==> src/rtl/led_pkg.sv <==
// Shared types and sizing helpers for the LED pattern generator.
package led_pkg;

  typedef enum logic [1:0] {
    MODE_BLINK   = 2'd0,
    MODE_CHASE   = 2'd1,
    MODE_COUNT   = 2'd2,
    MODE_BREATHE = 2'd3
  } led_mode_t;

  // speed is 3 bits, so a step can be up to STEP_DIV << 7 cycles long.
  localparam int MAX_SPEED_SHIFT = 7;

  function automatic int presc_width(input int step_div);
    return $clog2(step_div) + MAX_SPEED_SHIFT;
  endfunction

endpackage

==> src/rtl/led_tick_gen.sv <==
// Step-rate prescaler: emits a one-cycle tick every (STEP_DIV << speed_q) enabled cycles.
module led_tick_gen
  import led_pkg::*;
#(
  parameter int STEP_DIV = 1_000_000
) (
  input  logic       clk,
  input  logic       rst,
  input  logic       en,
  input  logic [2:0] speed,
  output logic       tick
);

  localparam int PW = presc_width(STEP_DIV);

  logic [PW-1:0] presc_q;
  logic [PW-1:0] last_count;
  logic [2:0]    speed_q;

  // For power-of-two STEP_DIV the shift at speed 7 overflows to zero; the
  // modular subtraction still yields the correct all-ones terminal count.
  assign last_count = (PW'(STEP_DIV) << speed_q) - PW'(1);
  assign tick       = en && (presc_q == last_count);

  always_ff @(posedge clk or negedge rst) begin
    if (!rst) begin
      presc_q <= '0;
      speed_q <= '0;
    end else if (en) begin
      if (tick) begin
        presc_q <= '0;
        speed_q <= speed;
      end else begin
        presc_q <= presc_q + PW'(1);
      end
    end
  end

endmodule

==> src/rtl/led_pattern_gen.sv <==
// Board-status LED driver: blink, chase, binary count or PWM breathe, stepped by led_tick_gen.
module led_pattern_gen
  import led_pkg::*;
#(
  parameter int N_LED          = 8,
  parameter int STEP_DIV       = 1_000_000,
  parameter int PWM_BITS       = 8,
  parameter int LED_ACTIVE_LOW = 1
) (
  input  logic             clk,
  input  logic             rst,
  input  logic             en,
  input  logic [1:0]       mode,
  input  logic [2:0]       speed,
  input  logic             dir,
  output logic [N_LED-1:0] prled
);

  localparam logic                OFF_LEVEL = (LED_ACTIVE_LOW != 0);
  localparam logic [PWM_BITS-1:0] DUTY_PRE_PEAK = PWM_BITS'((1 << PWM_BITS) - 2);

  logic                tick;
  led_mode_t           mode_in;
  led_mode_t           mode_q, mode_next;
  logic [N_LED-1:0]    pattern_q, pattern_next;
  logic [PWM_BITS-1:0] duty_q, duty_next;
  logic                rising_q, rising_next;
  logic [PWM_BITS-1:0] pwm_cnt_q;
  logic                pwm_on;
  logic                breathe_sel;
  logic [N_LED-1:0]    lit;

  assign mode_in = led_mode_t'(mode);

  led_tick_gen #(
    .STEP_DIV(STEP_DIV)
  ) u_tick (
    .clk  (clk),
    .rst  (rst),
    .en   (en),
    .speed(speed),
    .tick (tick)
  );

  always_ff @(posedge clk or negedge rst) begin
    if (!rst) begin
      mode_q    <= MODE_BLINK;
      pattern_q <= '0;
      duty_q    <= '0;
      rising_q  <= 1'b1;
    end else begin
      mode_q    <= mode_next;
      pattern_q <= pattern_next;
      duty_q    <= duty_next;
      rising_q  <= rising_next;
    end
  end

  always_comb begin
    mode_next    = mode_q;
    pattern_next = pattern_q;
    duty_next    = duty_q;
    rising_next  = rising_q;
    if (tick) begin
      if (mode_in != mode_q) begin
        // A mode switch only initialises the new pattern; the first step comes one tick later.
        mode_next    = mode_in;
        pattern_next = '0;
        duty_next    = '0;
        rising_next  = 1'b1;
        if (mode_in == MODE_CHASE) begin
          pattern_next = dir ? {1'b1, {(N_LED-1){1'b0}}} : N_LED'(1);
        end
      end else begin
        unique case (mode_q)
          MODE_BLINK: pattern_next = ~pattern_q;
          MODE_CHASE: pattern_next = dir ? {pattern_q[0], pattern_q[N_LED-1:1]}
                                         : {pattern_q[N_LED-2:0], pattern_q[N_LED-1]};
          MODE_COUNT: pattern_next = pattern_q + N_LED'(1);
          MODE_BREATHE: begin
            // Direction flips on arrival at an endpoint so each endpoint lasts one step.
            if (rising_q) begin
              duty_next = duty_q + PWM_BITS'(1);
              if (duty_q == DUTY_PRE_PEAK) rising_next = 1'b0;
            end else begin
              duty_next = duty_q - PWM_BITS'(1);
              if (duty_q == PWM_BITS'(1)) rising_next = 1'b1;
            end
          end
          default: ;
        endcase
      end
    end
  end

  always_ff @(posedge clk or negedge rst) begin
    if (!rst) begin
      pwm_cnt_q <= '0;
    end else if (en) begin
      pwm_cnt_q <= pwm_cnt_q + PWM_BITS'(1);
    end
  end

  assign pwm_on      = (pwm_cnt_q < duty_q);
  assign breathe_sel = (mode_q == MODE_BREATHE);

  for (genvar gi = 0; gi < N_LED; gi++) begin : g_lit
    assign lit[gi] = breathe_sel ? pwm_on : pattern_q[gi];
  end

  always_ff @(posedge clk or negedge rst) begin
    if (!rst) begin
      prled <= {N_LED{OFF_LEVEL}};
    end else begin
      prled <= en ? (lit ^ {N_LED{OFF_LEVEL}}) : {N_LED{OFF_LEVEL}};
    end
  end

endmodule

==> config.mk <==
export PLATFORM = sky130hd
export DESIGN_NAME = led_pattern_gen
export DESIGN_NICKNAME = d
export VERILOG_FILES = /design/src/rtl/led_pkg.sv /design/src/rtl/led_tick_gen.sv /design/src/rtl/led_pattern_gen.sv
export SDC_FILE = /design/constraint.sdc
export NUM_CORES = 1
export LEC_CHECK = 0
export CAP_MARGIN = 20
export CORE_UTILIZATION = 60
export DETAILED_ROUTE_END_ITERATION = 8
export HOLD_SLACK_MARGIN = 0.12
export PLACE_DENSITY = 0.74
export SETUP_SLACK_MARGIN = 0.15
export SYNTH_ARGS = -nofsm -noshare
export SYNTH_HDL_FRONTEND = slang
export SYNTH_SLANG_ARGS = --single-unit
==> constraint.sdc <==
create_clock -name clk -period 4.19 [get_ports clk]
set_clock_uncertainty 0.1 [all_clocks]
set_input_delay 0.838 -clock clk [delete_from_list [all_inputs] [get_ports clk]]
set_output_delay 0.838 -clock clk [all_outputs]
set_load 0.05 [all_outputs]
==> results.md, run 1 <==
- Outcome: completed
- H-tree depth: 3
- Avg Cell Area, Syn: 8.59 sq um
- CTS Hold Buffers Added: 0
- # nets final: 577
- Final Hold Vio Count: 0
- Die height: about 90 um
- Worst IR drop on VDD: between 0.2 and 0.25 mV
- Storage element area: around 0.0016 sq mm
- CP Max Fanout: between 40 and 50
- Top Ports: 17
- Static Leakage: around 2.3 nW
- CP Cell Sequence: inv_1 > ha_1 > nor3_1 > a2bb2oi_1 > nor2_1 > o2111ai_1 > nor4_2 > and4bb_1 > buf_12 > nand2_4 > mux2_4
- GR Util All Layers: 0.278
- Mapped Area: about 0.0047 sq mm
- CTS Buf Count: 9
- Die Wd: around 90 um
- Synth area leader: dfrtp_1
- Post-synthesis net count: between 500 and 600
- Routed met1 length: 4.74 mm
- Max Freq: 277 MHz
- CP Class: flip-flop to flip-flop
- TritonRoute pass-1 iters: 4
- Top cells by area, synth: dfrtp_1 (30%), ha_1 (6.4%), xnor2_1 (6.2%)
- DRT iter0 DRCs: 213
- Slew Limit Headroom: 0.457
- Final min period: ~3.6 ns
- Post-synthesis adder-cell area fraction: 0.0642
- GR Overflow Total: 0
- Slowest stage cell, crit path: nor3_1
- Hold Slack: between 0.3 and 0.4 ns
- Top post-synthesis cells by count: dfrtp_1 (56), nor2_1 (56), a21oi_1 (37), nand2_1 (36), xnor2_1 (33)
- Filler Cell Count: 630
- Root Buffer: clkbuf_8
- Fin Setup TNS: 0 ns
- Vias in the first global route: ~3700
- Core Area: between 0.007 and 0.008 sq mm
- WP data arrival: roughly 3.7 ns
- Xor/xnor share of the synthesized area: 0.0936
- Via-per-instance ratio: ~6.1
- Largest net degree at the start of global routing: 46
- Clock latency on the worst-skew pair: between 0.3 and 0.4 ns
- Final WL: roughly 11 mm
- Synth Flop Type: dfrtp_1
- Design area: between 0.005 and 0.006 sq mm
- Worst min path class: flip-flop to flip-flop
- Drt wl/cell: ~16 um
- Uppermost layer routed: met4
- Synth unique cells: 64
- Crit end category: flip-flop
- Compound-gate portion of the synthesized area: 0.173
- Die area: 0.00816 sq mm
- Critical path's largest stage delay: 0.50 ns
- Post-Syn Instances: roughly 550
- CTS-repair resized insts: 0
- #FFs+latches synth: 65
- Cell Rows: 31
- Total of max-cap violations: 0
- RePlAce Congestion: ~0.94
- Final setup fails: 0
- Post-DP HPWL: roughly 7.6 mm
- RSZ-0062 raised after global routing: false
- Initial antenna violation count: 0
- DR vias: between 3000 and 4000
- Setup Buffers After CTS: 0
- Synth top area share: 0.299
- Final Max Slew Viols: 0
- ANT nets after route: 0
- CTS tree: yes
- PnR Total Power: between 1.5 and 2 mW
- WL met3: between 300 and 400 um
- Main combinational cell family by area after synthesis: simple AND/OR/NAND/NOR gates
- Power per cell area: between 200 and 300 mW/mm^2
- Number of remaining DRC errors: 0
- First-pass GRT wire length: 18.2 mm
- Antenna diodes: 0
- Port bufs: 16
- Starting Density: 0.632
- Post-synth ARST share: 1.00
- Warning count from the yosys run: 0
- Metal2 WL: 5.28 mm
- Synth-to-Final Area Change: 8.23%
- Multi-input gate area: about 0.0028 sq mm
- Startpoint Class: flip-flop
- Worst Path Required: approximately 4.3 ns
- Worst Max-Slew Pin Slew: about 0.81 ns
- Simple-gate area share of the yosys netlist: 0.220
- Share of layout cells above drive strength 1: 0.0929
- Post-route clock period utilization: 0.861
- Sequential area share after synthesis: 0.350
- Utilization after layout: 0.684
- Mux contribution to synthesized area: 0.0404
- Post-DP Area: between 0.004 and 0.005 sq mm
- Register clock-pin slew on the reported worst setup and hold paths: 0.08 ns
- Sink Count: 65
- Clock buffer depth: 2
- Post-synth EDFFs: 0
[power breakdown]
part	switching, mW	total (mW)	internal (mW)	leakage, nW
Combinational	0.0961	0.202	0.106	1.42
Clock	0.265	0.544	0.280	0.104
Sequential	0.0650	0.755	0.690	0.786
[sequential cells by signal (all words and copies together) (netlist names)]
register and flops:
prled 8, u_tick.speed_q 3, mode_q 2, u_tick.presc_q 27, pwm_cnt_q 8, rising_q 1, pattern_q 8, duty_q 8
[critical path, delay by kind of cell, from the launching register on]
| kind | cells | cell delay [ns] |
|---|---|---|
| multiplexers | 1 | 0.30 |
| adder cells (fa/ha/maj) | 1 | 0.38 |
| AO/OA/AOI/OAI | 2 | 0.39 |
| AND/OR/NAND/NOR | 5 | 1.45 |
| buffers and inverters | 2 | 0.40 |
| flip-flops | 1 | 0.46 |
[cell families (layout without fill, tap and decap cells)]
logic type | after synthesis | count (layout)
muxes | 17 | 17
and+or+nand+nor | 204 | 204
xor gates and xnor gates | 50 | 50
AOI/OAI and AO/OA | 124 | 124
adders and majority gates | 24 | 24
buffers and inverters | 61 | 65
DFF | 65 | 65
[worst paths after layout]
check	from	endpoint	slack [ns]	depth (start not counted)
worst max-delay path	u_tick.speed_q[1]	pattern_q[0]	0.58	11
min in group asynchronous	rst	u_tick.speed_q[2]	0.41	2
max in group asynchronous	rst	prled[4]	3.31	2
worst min-delay path	u_tick.presc_q[4]	u_tick.presc_q[4]	0.39	1
worst max register to register	u_tick.speed_q[1]	pattern_q[0]	0.58	11
worst min register to register	u_tick.presc_q[4]	u_tick.presc_q[4]	0.39	1
[per-stage QoR]
| stage | instances | worst slack, ns |
|---|---|---|
| finish | 648 | 0.584 |
| global route | 648 | 0.389 |
| CTS | 647 | 0.629 |
| detailed placement | 631 | 0.643 |
| global placement | 631 | 0.652 |
| floorplan | 545 | 1.11 |
[metal layers]
| layer | up-vias | GRT usage |
|---|---|---|
| li1 | 1912 | - |
| met4 | 0 | 0.102 |
| met5 | - | 0 |
| met1 | 1909 | 0.367 |
| met2 | 91 | 0.460 |
| met3 | 21 | 0.0446 |
[layout by cell type (no fill, tap or decap), types with 4 or more instances in the layout]
master / synthesis / routed
nor2b_1: 9 / 9
mux2_2: 7 / 7
o31ai_1: 4 / 4
buf_4: 3 / 7
clkbuf_8: 0 / 9
clkdlybuf4s50_1: 0 / 15
inv_1: 24 / 24
ha_1: 24 / 24
a21oi_1: 37 / 37
mux2i_1: 8 / 8
nand3_1: 29 / 29
nor3_1: 14 / 14
and3_1: 12 / 12
o21ai_0: 22 / 22
nand4_1: 11 / 11
or3_1: 8 / 8
dfrtp_1: 56 / 56
xnor2_1: 33 / 33
a21o_1: 14 / 14
nor2_1: 56 / 56
nand2b_1: 9 / 9
dfstp_2: 9 / 9
xor2_1: 17 / 17
nand2_1: 36 / 36
o22ai_1: 6 / 6
[cell type report]
cell class	instances	area share
clock buffer	9	0.0245
inverter	24	0.0178
multi-input combinational	419	0.546
clock inverter	7	0.0148
tap	99	0.0245
sequential	65	0.323
timing repair buffer	25	0.0489
Power figures use the tool's default switching activity.
==> inputs of run 2 (changes only) <==
--- a/config.mk
+++ b/config.mk
@@ -11,6 +11,7 @@
 export HOLD_SLACK_MARGIN = 0.12
 export PLACE_DENSITY = 0.74
 export SETUP_SLACK_MARGIN = 0.15
+export SKIP_CTS_REPAIR_TIMING = 1
 export SYNTH_ARGS = -nofsm -noshare
 export SYNTH_HDL_FRONTEND = slang
 export SYNTH_SLANG_ARGS = --single-unit
==> constraint.sdc (replaced) <==
create_clock -name clk -period 4.19 [get_ports clk]
set_clock_uncertainty 0.1 [all_clocks]
set_input_delay 1.257 -clock clk [delete_from_list [all_inputs] [get_ports clk]]
set_output_delay 1.257 -clock clk [all_outputs]
set_load 0.05 [all_outputs]
==> run 2 against run 1 <==
  * Die area did not move
  * Largest cell class unchanged
  * Utilization is 0.44 points higher
  * Register-to-register slack worse by 0.05 ns
  * First-iteration DRC count is 0.47% lower
  * Clock power increased by 12%
  * Sequential share of layout area shrank 0.21 points
  * Via count grew 0.64%
  * Total power rose by 4.3%
==> results.md, run 2 (same netlist as run 1, synthesis figures left out) <==
- Outcome: completed
- RePlAce Congestion: between 0.8 and 0.9
- Slew Limit Headroom: 0.413
- CTS Buf Count: 9
- GR Overflow Total: 0
- Initial antenna violation count: 0
- CTS tree: yes
- Sw Ratio: 0.275
- CP Class: flip-flop to flip-flop
- Most frequent cells in the layout: nor2_1 (56), dfrtp_1 (56), a21oi_1 (37)
- Design area: around 0.0051 sq mm
- Crit end category: flip-flop
- Clock buffer depth: 2
- Final Max Slew Viols: 0
- Starting Density: 0.632
- Cell Rows: 31
- Metal2 WL: slightly above 5 mm
- GR Util All Layers: 0.278
- H-tree depth: 3
- Reg with most FFs: u_tick.presc_q
- Fin cells: between 600 and 700
- # nets final: 579
- R2R setup slack: about 0.54 ns
- Max Freq: about 270 MHz
- Clock power frac: 0.389
- Uppermost layer routed: met4
- Sequential Power Share: 0.481
- Die area: slightly above 0.008 sq mm
- Clock latency on the worst-skew pair: 0.35 ns
- Worst IR drop on VDD: about 0.16 mV
- Fin Setup TNS: 0 ns
- Post-DP HPWL: between 7 and 8 mm
- TritonRoute pass-1 iters: 4
- CP Max Fanout: 12
- Drt wl/cell: between 15 and 20 um
- Worst Path Required: roughly 4.4 ns
- DR vias: 3958
- Die Wd: 90.3 um
- Antenna diodes: 0
- Startpoint Class: flip-flop
- Worst min path class: flip-flop to flip-flop
- Static Leakage: roughly 2.3 nW
- Sink Count: 65
- Comb pwr share: 0.131
- Placed cells: 634
- Vias in the first global route: approximately 3800
- Largest net degree at the start of global routing: 36
- Final WL: 10.6 mm
- Total of max-cap violations: 0
- Final Hold Vio Count: 0
- Final min period: around 3.7 ns
- Final setup fails: 0
- Register clock-pin slew on the reported worst setup and hold paths: 0.08 ns
- Routed met1 length: about 4.8 mm
- Port bufs: 16
- Switching power: 0.431 mW
- First-pass GRT wire length: roughly 18 mm
- ANT nets after route: 0
- Post-DP Area: roughly 0.0049 sq mm
- Root Buffer: clkbuf_8
- Synth-to-Final Area Change: 8.93%
- Share of layout cells above drive strength 1: 0.0980
- Number of flip-flops in the largest register: 27
- Post-route clock period utilization: 0.872
- Internal power: approximately 1.1 mW
- WL met3: approximately 440 um
- WP data arrival: 3.85 ns
- Number of remaining DRC errors: 0
- Worst Max-Slew Pin Slew: 0.877 ns
- Top Ports: 17
- Die height: ~90 um
- Power per cell area: 307 mW/mm^2
- Core Area: around 0.0074 sq mm
- RSZ-0062 raised after global routing: false
- DRT iter0 DRCs: around 210
- Via-per-instance ratio: around 6.1
-- run 2: cell count changes in the layout (fill, tap and decap cells not counted), sizes merged --
cell,before,now
buf,10,12
clkinvlp,0,1
bufinv,1,2
inv,27,25
-- run 2: worst max-delay path: stages, from the launching register on --
cell and delay, ns:
dfrtp_1 0.60, inv_1 0.18, ha_1 0.38, nor3_1 0.43, a2bb2oi_1 0.21, nor2_1 0.21, o2111ai_1 0.16, nor4_2 0.29
nand3b_1 0.35, nor2_1 0.46, a31o_2 0.22
-- run 2: routing by layer --
metal	GRT usage	vias up
met4	0.125	0
met5	0	-
met3	0.0404	24
met2	0.454	100
li1	-	1922
met1	0.366	1912
-- run 2: through the flow --
step / hold slack, ns / setup slack, ns / util / power (mW)
2_1_floorplan: 0.346 / 1.11 / - / 0.901
3_3_place_gp: 0.365 / 0.363 / 0.655 / 0.959
3_5_place_dp: 0.365 / 0.356 / 0.657 / 0.972
4_1_cts: 0.381 / 0.518 / 0.688 / 1.58
5_1_grt: 0.397 / 0.239 / 0.688 / 1.65
6_report: 0.377 / 0.538 / 0.688 / 1.57
-- run 2: power by group through the flow --
| stage | Combinational (mW) | Clock (mW) | Sequential [mW] |
|---|---|---|---|
| 2_1_floorplan | 0.137 | 0 | 0.764 |
| 3_3_place_gp | 0.195 | 0 | 0.764 |
| 3_5_place_dp | 0.207 | 0 | 0.766 |
| 4_1_cts | 0.208 | 0.620 | 0.754 |
| 5_1_grt | 0.236 | 0.648 | 0.764 |
| 6_report | 0.204 | 0.609 | 0.753 |
-- run 2: cell type report --
type                    instances  area [sq um]
clock inverters                 7           103
clock buffers                   9           124
flip-flops and latches         65          1640
multi-input cells             419          2770
inverters                      24          90.1
well taps                      99           124
repair buffers                 27           250
fillers                       613          2310
-- run 2: final timing paths --
check	startpoint	endpoint	cells past startpoint
setup / recovery	u_tick.speed_q[0]	duty_q[4]	10
hold / removal	pwm_cnt_q[7]	pwm_cnt_q[7]	1
setup reg to reg	u_tick.speed_q[0]	duty_q[4]	10
hold reg to reg	pwm_cnt_q[7]	pwm_cnt_q[7]	1
max in group asynchronous	rst	prled[7]	3
min in group asynchronous	rst	u_tick.speed_q[1]	1
==> inputs of run 3 (changes only) <==
==> constraint.sdc (replaced) <==
create_clock -name clk -period 4.19 [get_ports clk]
set_clock_uncertainty 0.1 [all_clocks]
set_input_delay 0.838 -clock clk [delete_from_list [all_inputs] [get_ports clk]]
set_output_delay 0.838 -clock clk [all_outputs]
set_load 0.05 [all_outputs]
==> results of run 3 <==
The final DEF is identical to that of run 1; final timing and power are the same.
